`src/rtl/mem_arb_pkg.sv`:
```
// Shared types and default geometry for the two-port register-file arbiter.
// Used by mem_port_arbiter and rr_arb2.
package mem_arb_pkg;

  localparam int DEF_DATA_W = 8;
  localparam int DEF_DEPTH  = 8;
  localparam int DEF_ADDR_W = 4;

  typedef enum logic {
    ST_INIT = 1'b0,
    ST_RUN  = 1'b1
  } state_e;

  // Selects requester 0 or 1.
  typedef logic req_idx_t;

endpackage

```
`src/rtl/rr_arb2.sv`:
```
// Two-way round-robin picker. Under contention it grants the requester that was not
// granted last; the last-granted pointer moves only when an access is accepted.
module rr_arb2
  import mem_arb_pkg::*;
(
  input  logic       clk,
  input  logic       rst_n,
  input  logic [1:0] req_i,
  input  logic       accept_i,
  output logic [1:0] gnt_o
);

  req_idx_t last_q;

  always_comb begin
    // NOTE: every combinational output gets a default first so no path can infer a latch.
    gnt_o = 2'b00;
    if (req_i == 2'b11) begin
      gnt_o = (last_q == 1'b1) ? 2'b01 : 2'b10;
    end else begin
      gnt_o = req_i;
    end
  end

  // Reset value 1 means rq1 was "last", so rq0 wins the first contention.
  always_ff @(posedge clk or negedge rst_n) begin
    if (!rst_n) begin
      last_q <= 1'b1;
    end else if (accept_i && (gnt_o != 2'b00)) begin
      // NOTE: flops use non-blocking assignment so every register samples pre-edge values.
      last_q <= gnt_o[1];
    end
  end

endmodule

```
`src/rtl/mem_port_arbiter.sv`:
```
// Two-requester arbiter and zero-initialiser for a single-port register file.
// Define MEM_ARB_INIT_EN to compile in the post-reset zero sweep (ST_INIT).
module mem_port_arbiter
  import mem_arb_pkg::*;
#(
  parameter int DATA_W = DEF_DATA_W,
  parameter int DEPTH  = DEF_DEPTH,
  parameter int ADDR_W = DEF_ADDR_W
) (
  input  logic              clk,
  input  logic              rst_n,
  input  logic              rq0_req,
  input  logic              rq0_we,
  input  logic [ADDR_W-1:0] rq0_addr,
  input  logic [DATA_W-1:0] rq0_wdata,
  output logic              rq0_gnt,
  output logic              rq0_rvalid,
  output logic [DATA_W-1:0] rq0_rdata,
  input  logic              rq1_req,
  input  logic              rq1_we,
  input  logic [ADDR_W-1:0] rq1_addr,
  input  logic [DATA_W-1:0] rq1_wdata,
  output logic              rq1_gnt,
  output logic              rq1_rvalid,
  output logic [DATA_W-1:0] rq1_rdata,
  output logic              mem_wen,
  output logic              mem_ren,
  output logic [ADDR_W-1:0] mem_addr,
  output logic [DATA_W-1:0] mem_wdata,
  input  logic [DATA_W-1:0] mem_rdata,
  output logic              init_done
);

  localparam logic [ADDR_W:0] DEPTH_LIM = (ADDR_W + 1)'(DEPTH);

  state_e            state_q;
  logic              sweeping;
  logic              run;
  logic [ADDR_W-1:0] sweep_addr;

`ifdef MEM_ARB_INIT_EN
  logic [ADDR_W-1:0] sweep_cnt_q;

  always_ff @(posedge clk or negedge rst_n) begin
    if (!rst_n) begin
      state_q     <= ST_INIT;
      sweep_cnt_q <= '0;
    end else begin
      case (state_q)
        ST_INIT: begin
          if (sweep_cnt_q == ADDR_W'(DEPTH - 1)) begin
            state_q <= ST_RUN;
          end else begin
            sweep_cnt_q <= sweep_cnt_q + 1'b1;
          end
        end
        default: state_q <= ST_RUN;
      endcase
    end
  end

  assign sweep_addr = sweep_cnt_q;
  // NOTE: gated with rst_n so mem_wen and the grants are 0 while reset is held.
  assign sweeping   = rst_n && (state_q == ST_INIT);
`else
  always_ff @(posedge clk or negedge rst_n) begin
    if (!rst_n) begin
      state_q <= ST_RUN;
    end else begin
      state_q <= ST_RUN;
    end
  end

  assign sweep_addr = '0;
  assign sweeping   = 1'b0;
`endif

  assign run       = rst_n && (state_q == ST_RUN);
  assign init_done = (state_q == ST_RUN);

  logic [1:0] gnt;

  rr_arb2 u_rr_arb2 (
    .clk     (clk),
    .rst_n   (rst_n),
    .req_i   ({rq1_req & run, rq0_req & run}),
    .accept_i(run),
    .gnt_o   (gnt)
  );

  assign rq0_gnt = gnt[0];
  assign rq1_gnt = gnt[1];

  req_idx_t          sel;
  logic              acc;
  logic              sel_we;
  logic [ADDR_W-1:0] sel_addr;
  logic [DATA_W-1:0] sel_wdata;
  logic              in_range;

  assign sel       = gnt[1];
  assign acc       = (gnt != 2'b00);
  assign sel_we    = sel ? rq1_we    : rq0_we;
  assign sel_addr  = sel ? rq1_addr  : rq0_addr;
  assign sel_wdata = sel ? rq1_wdata : rq0_wdata;
  assign in_range  = ({1'b0, sel_addr} < DEPTH_LIM);

  // Out-of-range writes are granted but never reach the array.
  always_comb begin
    mem_wen   = 1'b0;
    mem_ren   = 1'b0;
    mem_addr  = '0;
    mem_wdata = '0;
    if (sweeping) begin
      mem_wen  = 1'b1;
      mem_addr = sweep_addr;
    end else if (acc) begin
      mem_wen   = sel_we & in_range;
      mem_ren   = ~sel_we;
      mem_addr  = sel_addr;
      mem_wdata = sel_wdata;
    end
  end

  logic [1:0]             rvalid_q;
  logic [1:0][DATA_W-1:0] rdata_q;

  always_ff @(posedge clk or negedge rst_n) begin
    if (!rst_n) begin
      rvalid_q <= '0;
      rdata_q  <= '0;
    end else begin
      rvalid_q <= '0;
      if (acc && !sel_we) begin
        rvalid_q[sel] <= 1'b1;
        rdata_q[sel]  <= in_range ? mem_rdata : '0;
      end
    end
  end

  assign rq0_rvalid = rvalid_q[0];
  assign rq1_rvalid = rvalid_q[1];
  assign rq0_rdata  = rdata_q[0];
  assign rq1_rdata  = rdata_q[1];

endmodule

```
`config.mk`:
```
export PLATFORM = sky130hd
export DESIGN_NAME = mem_port_arbiter
export DESIGN_NICKNAME = d
export VERILOG_FILES = /design/src/rtl/mem_arb_pkg.sv /design/src/rtl/rr_arb2.sv /design/src/rtl/mem_port_arbiter.sv
export SDC_FILE = /design/constraint.sdc
export NUM_CORES = 1
export LEC_CHECK = 0
export BUFFER_PORTS_ARGS = -buffer_cell sky130_fd_sc_hd__buf_4
export CAP_MARGIN = 20
export CORE_UTILIZATION = 43
export CTS_CLUSTER_SIZE = 16
export DETAILED_ROUTE_END_ITERATION = 10
export PLACE_DENSITY = 0.85
export SYNTH_ARGS = -nofsm -noshare
export SYNTH_HDL_FRONTEND = slang
export SYNTH_SLANG_ARGS = --single-unit
```
`constraint.sdc`:
```
create_clock -name clk -period 3.8 [get_ports clk]
set_input_delay 0.38 -clock clk [delete_from_list [all_inputs] [get_ports clk]]
set_output_delay 0.38 -clock clk [all_outputs]
set_load 0.01 [all_outputs]
```
Yosys cells after proc, flatten, opt, wreduce, memory -nomap -nowiden
Cells that the tools add are included.

Word-level logic and storage cells: 33. Output and inout bits: 35. Flip-flop bits (word level): 19. Bits of input ports: 38.

Muxes and demuxes: 16. Order comparisons: 3. Bitwise gates (word level): 4. Reductions and logical operators: 5. Eq/ne operators: 1.

Operators by type and width (number): 2-to-1 mux 8 bit (4); bitwise mux 16 bit (1); demux 8 bit (select 1 bit) (1); 2-to-1 mux 4 bit (2); 2-to-1 mux 2 bit (3); less-than comparator 4 bit (second input constant) (1); 2-to-1 mux 1 bit (4); AND 1 bit (3); logical AND 1 bit (3); == test 2 bit (second input constant) (1); less-than comparator 1 x 2 -> 1 bit (second input constant) (1); nonzero test 2 bit (1); demux 1 bit (select 1 bit) (1); >= comparator 1 bit (second input constant) (1); zero test 1 bit (1); inverter 1 bit (1).

Logic depth before layout (Yosys ltp)
Depth in word-level cells: 8. Depth in mapped cells: 6. Depth with buffers taken out: 5.

By module
Synthesis repeated with hierarchy kept, for this count alone.

Cells, all modules: 108. Area, all modules: 1061.0 µm².

Modules (own cells, without submodules): mem_port_arbiter (instances 1, sequential area each 450.4 µm², cells an instance 102, area each 1004.7 µm²); rr_arb2 (instances 1, sequential area each 26.3 µm², cells an instance 6, area each 56.3 µm²).

Worst setup path after synthesis
No wires, ideal clock.

Kind: register to output. Start: reg u_rr_arb2.last_q. End: out mem_wen. Cell stages (with the launch flop): 5. Data required time: 3.420 ns. Path buffers: 0. Setup slack: 1.958 ns. Arrival time: 1.462 ns. Cell sequence: dfstp_2 nand2_1 nand3_1 mux2_2 nor3_1.

Cells in the longest elaborated chain, start to end: 6. Elaborated cells on any way between the ends: 8. Those cells by class: 1 x order compare; 5 x mux; 1 x bitwise; 1 x reduce/logical.

Ends and longest elaborated chain: start, declared (RTL line rr_arb2.sv:13) `req_idx_t last_q;`; start signal, assigned (RTL line rr_arb2.sv:31) `last_q <= gnt_o[1];`; 2-to-1 mux 2 bit * (RTL line rr_arb2.sv:19) `gnt_o = (last_q == 1'b1) ? 2'b01 : 2'b10;`; 2-to-1 mux 2 bit * (RTL line rr_arb2.sv:18) `if (req_i == 2'b11) begin`; 2-to-1 mux 4 bit (RTL line mem_port_arbiter.sv:104) `assign sel_addr = sel ? rq1_addr : rq0_addr;`; less-than comparator 4 bit (RTL line mem_port_arbiter.sv:106) `assign in_range = ({1'b0, sel_addr} < DEPTH_LIM);`; AND 1 bit (RTL line mem_port_arbiter.sv:118) `mem_wen = sel_we & in_range;`; 2-to-1 mux 1 bit * (RTL line mem_port_arbiter.sv:117) `end else if (acc) begin`; end, declared (RTL line mem_port_arbiter.sv:26) `output logic mem_wen,`.

Mark *: on every way between the ends. The rest lies on a longest branch, timed or not.

Worst setup path after layout
Start: in rst_n. End: out mem_wdata[5].

Cells in the longest elaborated chain, start to end: 5. Elaborated cells on any way between the ends: 7. Those cells by class: 1 x eq/ne; 3 x mux; 2 x bitwise; 1 x reduce/logical.

Ends and longest elaborated chain: start, declared (RTL line mem_port_arbiter.sv:11) `input logic rst_n,`; AND 1 bit (RTL line mem_port_arbiter.sv:86) `.req_i ({rq1_req & run, rq0_req & run}),`; == test 2 bit (RTL line rr_arb2.sv:18); 2-to-1 mux 2 bit * (RTL line rr_arb2.sv:18); 2-to-1 mux 8 bit / nonzero test 2 bit (equally long branches) (RTL line mem_port_arbiter.sv:105, mem_port_arbiter.sv:102); 2-to-1 mux 8 bit * (RTL line mem_port_arbiter.sv:117); end, declared (RTL line mem_port_arbiter.sv:29) `output logic [DATA_W-1:0] mem_wdata,`.

Marked as above.

==> flow_metrics.env <==
export IMPL_p_leak_nw=0.852
export IMPL_skew_ns=0.00561
export IMPL_place_gp_congestion=0.721
export IMPL_start_kind="input pin"
export IMPL_combPwrFrac=0.348
export IMPL_synth_ff_type="dfrtp_1"
export IMPL_n_antenna_cell=0
export IMPL_period_share=0.700
export IMPL_antenna_found_initial=0
export IMPL_ioPinCount=73
export IMPL_rsz0062_at_grt="false"
export IMPL_cts_max_path_buffers=2
export IMPL_area_delta_synth_final_pct=55.1
export IMPL_dr_first_iter_drc_count=28
export IMPL_synthCells=124
export IMPL_h_tree_depth=1
export IMPL_placed_area_sq_um=1540
export IMPL_die_h_microns=50.6
export IMPL_p_seq_frac=0.464
export IMPL_avgSynthCellArea_sq_um=8.17
export IMPL_sw_frac_of_total=0.309
export IMPL_finalHoldViolCount=0
export IMPL_grt_pass1_wl_mm=4.44
export IMPL_powerDensity_nw_per_um2=342
export IMPL_cap_violations=0
export IMPL_io_buffers=71
export IMPL_cts_hold_buf=1
export IMPL_hpwl_mm=2.33
export IMPL_drtPass1Iterations=5
export IMPL_required_ns=3.42
export IMPL_cts_buffers=3
export IMPL_setup_viol=0
export IMPL_crit_fanout=32
export IMPL_cts_root_buf="clkbuf_4"
export IMPL_start_util=0.458
export IMPL_status="complete, no violations"
export IMPL_cts_tree="yes"
export IMPL_cts_num_sinks=19
export IMPL_clock_latency_ns=0.29
export IMPL_num_rows=17
export IMPL_cp_data_arrival_time_ns=2.28
export IMPL_final_nets=230
export IMPL_drc=0
export IMPL_criticalPathCategory="input pin to output pin"
export IMPL_p_int_uw=372
export IMPL_crit_path_end_kind="output pin"
export IMPL_vias=1115
export IMPL_wirelength_mm=2.89
export IMPL_coreArea_sq_um=2210
export IMPL_clock_fmax_mhz=376
export IMPL_cts_resized=0
export IMPL_routedWlPerCell_microns=13.2
export IMPL_ys_ff_latch=19
export IMPL_grt_pass1_vias=1003
export IMPL_postCtsSetupBuffers=0
export IMPL_fin_setup_tns_ns=0
export IMPL_fin_area_sq_um=1570
export IMPL_power_total_uw=538
export IMPL_yosysSeqAreaShare=0.470
export IMPL_clkTransAtPathRegs_ns=0.11
export IMPL_synth_cell_types=23
export IMPL_clkPwrFrac=0.188
export IMPL_grtUsageTotal=0.234
export IMPL_synthesis_area_sq_um=1010
export IMPL_synth_edf_count=0
export IMPL_maxSlewViolCount=0
export IMPL_hp_class="input pin to register"
export IMPL_fin_crit_ns=2.66
export IMPL_grt_max_degree=33
export IMPL_fin_cells=219
export IMPL_ir_drop_uv=269
export IMPL_p_sw_uw=166
export IMPL_dieArea_sq_um=2560
export IMPL_async_reset_ff_frac=1.00
export IMPL_avgViaCountPerCell=5.09
export IMPL_ys_warn_count=0
export IMPL_grt_ovfl_total=0
export IMPL_syn_nets=162
export IMPL_fp_dieW_microns=50.6
export IMPL_drtAntennaViolNets=0
export IMPL_numPlacedInstances=214
export IMPL_final_layout_size_suffix_gt1_frac=0.414
## registers in the layout (all words and copies together), names as in the netlist
signal,count
rvalid_q,2
rq0_rdata,8
rq1_rdata,8
u_rr_arb2.last_q,1
## cell families (layout without fill, tap and decap cells)
group	after synthesis	after routing	share of synthesized area
AO/OA/AOI/OAI	37	37	0.230
buffers and inverters	21	88	0.0975
other	1	1	0.00370
multiplexers	2	2	0.0210
AND/OR/NAND/NOR	44	44	0.178
flip-flops	19	19	0.470
## metal layers
| layer | GRT usage | wire, microns | up-vias |
|---|---|---|---|
| li1 | - | - | 551 |
| met1 | 0.318 | 1220 | 528 |
| met2 | 0.356 | 1510 | 32 |
| met3 | 0.0606 | 118 | 4 |
| met4 | 0.0880 | 47 | 0 |
| met5 | 0 | 0 | - |
## critical path, cell delays in order
cell and delay, ns:
dlygate4sd3_1 0.53, buf_4 0.27, nand3_1 0.15, buf_4 0.25, inv_1 0.28, nand2_1 0.11, a21oi_1 0.15, buf_4 0.15
## stage by stage
step / setup WS, ns / hold WS, ns / utilization
after global routing: 0.946 / 0.314 / 0.710
after detailed placement: 1.70 / 0.276 / 0.694
final: 1.14 / 0.335 / 0.710
after global placement: 1.77 / 0.265 / 0.694
after CTS: 1.15 / 0.327 / 0.710
after floorplan: 1.96 / 0.0844 / -
## cells in the mapped netlist, types with 2 or more instances
library cell / number / area [sq um]
o41ai_1: 8 / 70.1
o21ai_1: 3 / 15.0
dfrtp_1: 18 / 450
nor2b_1: 2 / 12.5
inv_1: 10 / 37.5
nand2_1: 37 / 139
o21ai_0: 10 / 50.1
buf_6: 2 / 22.5
a21oi_1: 11 / 55.1
clkbuf_1: 7 / 26.3
o31ai_1: 4 / 30.0
## cell usage in the layout (no fill, tap or decap), types with 2 or more instances in the layout
cell / instances
dfrtp_1: 18
inv_1: 10
o21ai_0: 10
nor2b_1: 2
nand2_1: 37
o31ai_1: 4
buf_4: 73
o41ai_1: 8
o21ai_1: 3
a21oi_1: 11
clkbuf_4: 3
## worst paths after layout
kind	startpoint	to	slack, ns	cells past startpoint
worst min register to register	u_rr_arb2.last_q	u_rr_arb2.last_q	0.47	2
worst max register to register	u_rr_arb2.last_q	rq0_rdata[5]	2.10	5
min in group asynchronous	rst_n	rq1_rdata[0]	0.49	2
worst min-delay path	rq1_addr[3]	rq1_rdata[1]	0.34	2
worst max-delay path	rst_n	mem_wdata[5]	1.14	8
max in group asynchronous	rst_n	u_rr_arb2.last_q	3.04	2
## final cells by class
type,count,area [sq um]
fillers,173,641
repair buffers,74,558
flip-flops and latches,19,477
multi-input cells,84,438
inverters,10,37.5
well taps,28,35.0
clock buffers,4,26.3
## power by group through the flow
stage / logic [mW] / clock network [mW] / registers, mW
global route: 0.204 / 0.117 / 0.253
floorplan: 0.0680 / 0 / 0.265
CTS: 0.189 / 0.103 / 0.250
finish: 0.187 / 0.101 / 0.249
global placement: 0.182 / 0 / 0.252
detailed placement: 0.187 / 0 / 0.253
Power figures use the tool's default switching activity.
